$ cat src/rtl/bp_branch_predictor_pkg.sv
// Shared definitions for the branch predictor.
//   - Default geometry (table index width, PC width, statistics width).
//   - 2-bit saturating counter encoding and its reset value.
//   - Small helpers used by the predictor datapath.
package bp_branch_predictor_pkg;

  localparam int BP_IDX_BITS = 4;   // log2 of table entries
  localparam int BP_WORD_LEN = 32;  // PC / target width
  localparam int BP_STAT_W   = 32;  // statistics counter width

  // Counter encoding: the MSB is the taken/not-taken prediction.
  typedef enum logic [1:0] {
    CTR_SNT = 2'b00,  // strongly not taken
    CTR_WNT = 2'b01,  // weakly not taken
    CTR_WT  = 2'b10,  // weakly taken
    CTR_ST  = 2'b11   // strongly taken
  } bp_ctr_e;

  localparam bp_ctr_e CTR_RESET = CTR_WNT;
  localparam bp_ctr_e CTR_ALLOC = CTR_WT;

  function automatic logic ctr_is_taken(input bp_ctr_e ctr);
    return (ctr == CTR_WT) || (ctr == CTR_ST);
  endfunction

  // Increment that sticks at all-ones instead of wrapping to zero.
  function automatic logic [BP_STAT_W-1:0] sat_inc(input logic [BP_STAT_W-1:0] v);
    return (&v) ? v : v + 1'b1;
  endfunction

endpackage

$ cat src/rtl/bp_branch_predictor_if.sv
// Bundle between the fetch/decode stages and the branch predictor.
//   master : pipeline side (drives lookup PC, resolved-branch updates,
//            enable and stats clear; receives predictions and statistics)
//   slave  : predictor side
interface bp_branch_predictor_if #(
  parameter int WORD_LEN = 32
);
  // Fetch-stage lookup
  logic                bp_enable;
  logic [WORD_LEN-1:0] lookup_pc;
  logic                predict_taken;
  logic [WORD_LEN-1:0] predict_target;
  // Decode-stage training
  logic                update_en;
  logic [WORD_LEN-1:0] update_pc;
  logic                update_taken;
  logic [WORD_LEN-1:0] update_target;
  logic                update_predicted;
  // Accuracy statistics
  logic                stats_clear;
  logic [31:0]         bp_total;
  logic [31:0]         bp_correct;
  logic [31:0]         bp_wrong;

  modport master (
    output bp_enable, lookup_pc, update_en, update_pc, update_taken,
           update_target, update_predicted, stats_clear,
    input  predict_taken, predict_target, bp_total, bp_correct, bp_wrong
  );

  modport slave (
    input  bp_enable, lookup_pc, update_en, update_pc, update_taken,
           update_target, update_predicted, stats_clear,
    output predict_taken, predict_target, bp_total, bp_correct, bp_wrong
  );
endinterface

$ cat src/rtl/bp_sat_ctr2.sv
// Next-state function of a 2-bit saturating branch counter.
//   ctr_in  : current counter value
//   taken   : resolved branch outcome
//   ctr_out : counter moved one step toward the outcome, saturating at
//             strongly-taken / strongly-not-taken
module bp_sat_ctr2
  import bp_branch_predictor_pkg::*;
(
  input  bp_ctr_e ctr_in,
  input  logic    taken,
  output bp_ctr_e ctr_out
);

  always_comb begin
    // NOTE: assign a default before the case so every path drives ctr_out;
    // otherwise synthesis infers a latch for uncovered paths.
    ctr_out = ctr_in;
    unique case (ctr_in)
      CTR_SNT: ctr_out = taken ? CTR_WNT : CTR_SNT;
      CTR_WNT: ctr_out = taken ? CTR_WT  : CTR_SNT;
      CTR_WT:  ctr_out = taken ? CTR_ST  : CTR_WNT;
      CTR_ST:  ctr_out = taken ? CTR_ST  : CTR_WT;
    endcase
  end

endmodule

$ cat src/rtl/bp_branch_predictor.sv
// Direct-mapped 2-bit-counter branch predictor with a tagged target buffer.
//   clk, rst     : core clock, asynchronous active-low reset
//   bp (slave)   : lookup_pc -> predict_taken/predict_target (combinational);
//                  update_* trains the table on the clock edge;
//                  bp_total/bp_correct/bp_wrong accuracy counters with a
//                  synchronous stats_clear.
// Entry index is pc[IDX_BITS+1:2]; the remaining upper PC bits form the tag.
module bp_branch_predictor
  import bp_branch_predictor_pkg::*;
#(
  parameter int IDX_BITS = BP_IDX_BITS,
  parameter int WORD_LEN = BP_WORD_LEN
) (
  input  logic                   clk,
  input  logic                   rst,
  bp_branch_predictor_if.slave   bp
);

  localparam int ENTRIES = 1 << IDX_BITS;
  localparam int TAG_W   = WORD_LEN - IDX_BITS - 2;

  // Table storage
  logic                valid_q  [ENTRIES];
  logic [TAG_W-1:0]    tag_q    [ENTRIES];
  logic [WORD_LEN-1:0] target_q [ENTRIES];
  bp_ctr_e             ctr_q    [ENTRIES];

  // Statistics
  logic [BP_STAT_W-1:0] total_q;
  logic [BP_STAT_W-1:0] correct_q;
  logic [BP_STAT_W-1:0] wrong_q;

  // ---------------------------------------------------------------------
  // Lookup: reads the registered table only, so an update in the same
  // cycle is not visible until the next one.
  // ---------------------------------------------------------------------
  logic [IDX_BITS-1:0] lk_idx;
  logic [TAG_W-1:0]    lk_tag;
  logic                lk_hit;

  assign lk_idx = bp.lookup_pc[IDX_BITS+1:2];
  assign lk_tag = bp.lookup_pc[WORD_LEN-1:IDX_BITS+2];
  assign lk_hit = valid_q[lk_idx] && (tag_q[lk_idx] == lk_tag);

  assign bp.predict_taken  = bp.bp_enable && lk_hit && ctr_is_taken(ctr_q[lk_idx]);
  assign bp.predict_target = lk_hit ? target_q[lk_idx] : '0;

  // ---------------------------------------------------------------------
  // Update path
  // ---------------------------------------------------------------------
  logic [IDX_BITS-1:0] upd_idx;
  logic [TAG_W-1:0]    upd_tag;
  logic                upd_hit;
  logic                upd_correct;
  bp_ctr_e             ctr_next;

  assign upd_idx     = bp.update_pc[IDX_BITS+1:2];
  assign upd_tag     = bp.update_pc[WORD_LEN-1:IDX_BITS+2];
  assign upd_hit     = valid_q[upd_idx] && (tag_q[upd_idx] == upd_tag);
  assign upd_correct = (bp.update_predicted == bp.update_taken);

  bp_sat_ctr2 u_sat_ctr (
    .ctr_in  (ctr_q[upd_idx]),
    .taken   (bp.update_taken),
    .ctr_out (ctr_next)
  );

  // Word-aligned PCs: the byte-offset bits carry no information here.
  logic unused_pc_bits;
  assign unused_pc_bits = ^{bp.lookup_pc[1:0], bp.update_pc[1:0]};

  always_ff @(posedge clk or negedge rst) begin
    if (!rst) begin
      // NOTE: the table is reset entry by entry (valid bits and counters
      // must start in a known state), so it maps to flops, not a RAM macro.
      for (int i = 0; i < ENTRIES; i++) begin
        valid_q[i]  <= 1'b0;
        tag_q[i]    <= '0;
        target_q[i] <= '0;
        ctr_q[i]    <= CTR_RESET;
      end
    end else if (bp.update_en) begin
      if (upd_hit) begin
        ctr_q[upd_idx] <= ctr_next;
        if (bp.update_taken) target_q[upd_idx] <= bp.update_target;
      end else if (bp.update_taken) begin
        // Miss on a taken branch: claim the slot, evicting any alias.
        valid_q[upd_idx]  <= 1'b1;
        tag_q[upd_idx]    <= upd_tag;
        target_q[upd_idx] <= bp.update_target;
        ctr_q[upd_idx]    <= CTR_ALLOC;
      end
    end
  end

  // Clear wins over a same-cycle count; table training above is unaffected.
  always_ff @(posedge clk or negedge rst) begin
    if (!rst) begin
      // NOTE: non-blocking assignments in clocked blocks so every register
      // samples pre-edge values regardless of statement order.
      total_q   <= '0;
      correct_q <= '0;
      wrong_q   <= '0;
    end else if (bp.stats_clear) begin
      total_q   <= '0;
      correct_q <= '0;
      wrong_q   <= '0;
    end else if (bp.update_en) begin
      total_q <= sat_inc(total_q);
      if (upd_correct) correct_q <= sat_inc(correct_q);
      else             wrong_q   <= sat_inc(wrong_q);
    end
  end

  assign bp.bp_total   = total_q;
  assign bp.bp_correct = correct_q;
  assign bp.bp_wrong   = wrong_q;

endmodule

$ cat src/flat_wrapper.sv
// flat-port wrapper written by rule: the top's interface ports become plain ports
module bp_branch_predictor_flat import bp_branch_predictor_pkg::*;
#(
  parameter int IDX_BITS = BP_IDX_BITS,
  parameter int WORD_LEN = BP_WORD_LEN
)
  (clk, rst, bp_bp_enable, bp_lookup_pc, bp_update_en, bp_update_pc, bp_update_taken, bp_update_target, bp_update_predicted, bp_stats_clear, bp_predict_taken, bp_predict_target, bp_bp_total, bp_bp_correct, bp_bp_wrong);
  bp_branch_predictor_if #(.WORD_LEN(WORD_LEN)) bp_i ();
  input  logic clk;
  input  logic rst;
  input wire logic [$bits(bp_i.bp_enable)-1:0] bp_bp_enable;
  input wire logic [$bits(bp_i.lookup_pc)-1:0] bp_lookup_pc;
  input wire logic [$bits(bp_i.update_en)-1:0] bp_update_en;
  input wire logic [$bits(bp_i.update_pc)-1:0] bp_update_pc;
  input wire logic [$bits(bp_i.update_taken)-1:0] bp_update_taken;
  input wire logic [$bits(bp_i.update_target)-1:0] bp_update_target;
  input wire logic [$bits(bp_i.update_predicted)-1:0] bp_update_predicted;
  input wire logic [$bits(bp_i.stats_clear)-1:0] bp_stats_clear;
  output wire logic [$bits(bp_i.predict_taken)-1:0] bp_predict_taken;
  output wire logic [$bits(bp_i.predict_target)-1:0] bp_predict_target;
  output wire logic [$bits(bp_i.bp_total)-1:0] bp_bp_total;
  output wire logic [$bits(bp_i.bp_correct)-1:0] bp_bp_correct;
  output wire logic [$bits(bp_i.bp_wrong)-1:0] bp_bp_wrong;
  assign bp_i.bp_enable = bp_bp_enable;
  assign bp_i.lookup_pc = bp_lookup_pc;
  assign bp_i.update_en = bp_update_en;
  assign bp_i.update_pc = bp_update_pc;
  assign bp_i.update_taken = bp_update_taken;
  assign bp_i.update_target = bp_update_target;
  assign bp_i.update_predicted = bp_update_predicted;
  assign bp_i.stats_clear = bp_stats_clear;
  assign bp_predict_taken = bp_i.predict_taken;
  assign bp_predict_target = bp_i.predict_target;
  assign bp_bp_total = bp_i.bp_total;
  assign bp_bp_correct = bp_i.bp_correct;
  assign bp_bp_wrong = bp_i.bp_wrong;
  bp_branch_predictor #(.IDX_BITS(IDX_BITS), .WORD_LEN(WORD_LEN)) u_core (.clk(clk), .rst(rst), .bp(bp_i));
endmodule
$ cat config.mk
export PLATFORM = sky130hd
export DESIGN_NAME = bp_branch_predictor_flat
export DESIGN_NICKNAME = d
export VERILOG_FILES = /design/src/rtl/bp_branch_predictor_pkg.sv /design/src/rtl/bp_branch_predictor_if.sv /design/src/rtl/bp_sat_ctr2.sv /design/src/rtl/bp_branch_predictor.sv /design/src/flat_wrapper.sv
export SDC_FILE = /design/constraint.sdc
export NUM_CORES = 2
export LEC_CHECK = 0
export ABC_AREA = 0
export CORE_MARGIN = 4
export CORE_UTILIZATION = 61
export DETAILED_ROUTE_END_ITERATION = 8
export PLACE_DENSITY = 0.9
export SKIP_CTS_REPAIR_TIMING = 1
export SYNTH_ARGS = -nofsm -noshare
export SYNTH_HDL_FRONTEND = slang
export SYNTH_SLANG_ARGS = --single-unit
$ cat constraint.sdc
create_clock -name clk -period 4.9 [get_ports clk]
set_input_delay 0.735 -clock clk [delete_from_list [all_inputs] [get_ports clk]]
set_output_delay 0.735 -clock clk [all_outputs]
set_load 0.02 [all_outputs]
==> results.py <==
metrics = {
    "placement": {
        "place_ws_ps": -574,
        "dp_hpwl_um": 91500,
        "place_congestion": 0.931,
        "io_buffers": 227,
    },
    "pwr": {
        "intPower_w": 0.0183,
        "power_switching_w": 0.00685,
        "combPwrFrac": 0.186,
        "p_clk_frac": 0.353,
        "power_density_mw_per_mm2": 402,
        "total_power_w": 0.0252,
        "p_seq_frac": 0.461,
        "ir_drop_uv": 519,
        "switching_share": 0.272,
        "p_leak_nw": 27.5,
    },
    "global_routing": {
        "grt_pass1_wl_um": 240000,
        "antenna_found_initial": 8,
        "grt_pass1_vias": 38800,
        "grt_max_degree": 116,
        "track_usage": 0.334,
        "overflow": 0,
    },
    "synthesis": {
        "synth_cells": 3688,
        "syn_avg_cell_area_um2": 14.6,
        "ys_seq_area_frac": 0.498,
        "syn-cell-area_mm2": 0.0539,
        "yosys_warnings": 0,
        "synth-edff-count": 0,
        "synth_cell_types": 74,
        "ys.flop_type": "dfrtp_1",
        "synthArstFlopShare": 1.00,
        "synth_top_area_cell": "dfrtp_1",
        "syn_nets": 3794,
        "synthDominantCellAreaShare": 0.490,
        "ys_seq_elements": 1072,
        "ys_top_cells_by_area": "dfrtp_1, mux4_2, mux2_2",
    },
    "timing": {
        "period_needed_ps": 4940,
        "finalClockSkew_ps": 69.4,
        "worst_slack_ps": -35.8,
        "max_slew_margin": 0.294,
        "period_share": 1.01,
        "slew_viol_final": 0,
        "hold_slack_ps": 124,
        "finalSetupTns_ps": -188,
        "hold_viol": 0,
        "fmax_ghz": 0.203,
        "worstMarginPinSlew_ps": 1060,
        "setup_viol_count_final": 9,
    },
    "floorplanning": {
        "die-area_mm2": 0.0933,
        "rows": 108,
        "core_area_mm2": 0.0873,
        "die_y_um": 305,
        "start_util": 0.618,
        "ios": 232,
        "die_width_um": 305,
    },
    "clock_tree": {
        "root_buffer": "clkbuf_16",
        "cts_buffer_depth": 3,
        "path_clk_slew_ps": 60,
        "cts_made_buffers": 105,
        "cts_max_level": 3,
        "clock_latency_ps": 730,
        "cts_sinks": 1072,
        "cts_tree": "built",
    },
    "critical_path": {
        "path_buf_inv": 7,
        "worstPathRequired_ps": 4160,
        "endpoint_kind": "output port",
        "cp_cell_sequence": "buf_8 -> buf_16 -> buf_4 -> mux4_2 -> mux4_2 -> xnor2_1 -> nand4_1 -> nor4_4 -> buf_4 -> nand4_1 -> buf_12 -> buf_12 -> nor2b_1 -> dlymetal6s2s_1",
        "r2r-end": "u_core.tag_q[29]$_DFFE_PN0P_",
        "cp_max_fo": 15,
        "critPathArrivalTime_ps": 4200,
        "critPathLaunchType": "input port",
        "crit_type": "input port to output port",
        "cpPeakStageDelay_ps": 510,
        "reg2reg_slack_ps": 1060,
        "slowest_stage": "mux4_2",
        "r2r_start": "u_core.tag_q[108]$_DFFE_PN0P_",
        "critPathTopFamily": "buffers and inverters",
        "reg2reg_depth": 11,
    },
    "layout": {
        "register_area_mm2": 0.0268,
        "fillCellCount": 4949,
        "drive_gt1_frac": 0.419,
        "layout.nets": 4029,
        "multi_input_area_mm2": 0.0257,
        "postLayoutCoreUtil": 0.717,
        "syn_to_final_growth_pct": 16.0,
    },
    "routing": {
        "route.detailed.drc": 0,
        "ant_nets": 0,
        "vias_per_cell": 7.11,
        "initialDrtViolationCount": 4586,
        "wl_um": 158000,
        "wl_per_cell_um": 30.6,
        "drt_first_pass_iters": 7,
        "via_count": 36800,
    },
    "status": {
        "status": "finished, violations left",
        "violations": "negative setup slack",
    },
    "job": {
        "max-cap-violations": 0,
    },
    "worst_hold_path": {
        "worstHoldPathType": "input port to async pin",
    },
}
[cell usage after synthesis (7+ instances only)]
library cell  count
a2bb2oi_1         8
xnor2_1          56
or3_1             8
nand4_1          39
o2bb2ai_1         9
and2_1           13
o2111ai_1        10
o21ai_0          19
mux2_4           95
buf_2            40
nor2b_1          45
nor4_1            7
a22oi_1          35
nor2_1          144
nand2b_1         10
mux2_1           76
nor3_1           20
mux2_2          733
dfrtp_1        1056
buf_6            22
or2_2            15
inv_1            43
buf_4            21
and3_1           14
mux4_2          382
and4_1           15
a21oi_1          17
clkbuf_1        190
dfstp_2          16
mux2i_1          96
xor2_1           77
buf_1            30
o22ai_1          21
nand2_1         167
nand3_1          47
[metal layers]
layer	global-route usage	vias to the layer above	wire length, um
li1	-	14200	-
met1	0.424	19000	55400
met2	0.530	2797	75600
met3	0.0855	714	17000
met4	0.185	2	10100
met5	0	-	15
[how the worst max path moves through the flow]
stage	start	to	cells after the start
final	bp_lookup_pc[2]	bp_predict_target[29]	14
after global routing	bp_lookup_pc[2]	bp_predict_target[22]	14
after CTS	u_core.tag_q[16]$_DFFE_PN0P_	bp_predict_target[23]	12
after detailed placement	bp_lookup_pc[2]	bp_predict_target[23]	14
after global placement	bp_lookup_pc[2]	bp_predict_target[21]	14
after floorplan	bp_lookup_pc[2]	bp_predict_target[22]	10
[placed cells by master (no fill, tap or decap), types with 8 or more instances in the layout]
master and n:
a21oi_1 17, a22oi_1 35, a2bb2oi_1 8, and2_1 13
and3_1 14, and4_1 14, buf_12 59, buf_4 144
bufinv_16 18, clkbuf_1 13, clkbuf_16 106, clkbuf_8 18
clkdlybuf4s50_1 185, clkinv_2 29, dfrtp_1 1056, dfstp_2 16
dlymetal6s2s_1 29, inv_1 43, mux2_1 76, mux2_2 733
mux2_4 95, mux2i_1 96, mux4_2 382, nand2_1 164
nand2b_1 10, nand3_1 47, nand4_1 39, nor2_1 134
nor2_4 14, nor2b_1 42, nor3_1 17, nor3_4 9
o2111ai_1 10, o21ai_0 19, o22ai_1 21, o2bb2ai_1 9
or2_2 15, xnor2_1 54, xor2_1 77
[cell families after synthesis]
| kind of cell | synth area share |
|---|---|
| AND/OR/NAND/NOR | 0.0533 |
| flip-flops | 0.498 |
| AO/OA/AOI/OAI | 0.0240 |
| multiplexers | 0.373 |
| XOR/XNOR | 0.0216 |
| buffers and inverters | 0.0300 |
| adder cells (fa/ha/maj) | 0.000881 |
[registers in the layout, indices dropped and copies added (netlist names)]
| signal | flops |
|---|---|
| u_core.bp.bp_wrong | 32 |
| u_core.target_q | 512 |
| u_core.bp.bp_total | 32 |
| u_core.valid_q | 16 |
| u_core.bp.bp_correct | 32 |
| u_core.tag_q | 416 |
| u_core.ctr_q | 32 |
[cell type report]
| class | count | area share |
|---|---|---|
| Antenna cell | 6 | 0.000240 |
| Clock buffer | 134 | 0.0463 |
| Clock inverter | 60 | 0.0142 |
| Inverter | 44 | 0.00264 |
| Multi-Input combinational cell | 2268 | 0.410 |
| Sequential cell | 1072 | 0.429 |
| Tap cell | 1155 | 0.0231 |
| Timing Repair Buffer | 432 | 0.0746 |
[power by group through the flow]
stage / clock, W / sequential [W] / combinational, W
2_1_floorplan: 0 / 0.0111 / 0.00332
3_3_place_gp: 0 / 0.0114 / 0.00426
3_5_place_dp: 0 / 0.0116 / 0.00447
4_1_cts: 0.00891 / 0.0115 / 0.00459
5_1_grt: 0.00928 / 0.0117 / 0.00494
6_report: 0.00889 / 0.0116 / 0.00468
[per-stage QoR]
| stage | cells | cell area [um^2] |
|---|---|---|
| after floorplan | 3688 | 53900 |
| after global placement | 4965 | 58600 |
| after detailed placement | 4965 | 58600 |
| after CTS | 5159 | 62400 |
| after global routing | 5170 | 62600 |
| final | 5171 | 62600 |
No activity file was read; power rests on OpenSTA's default activity.
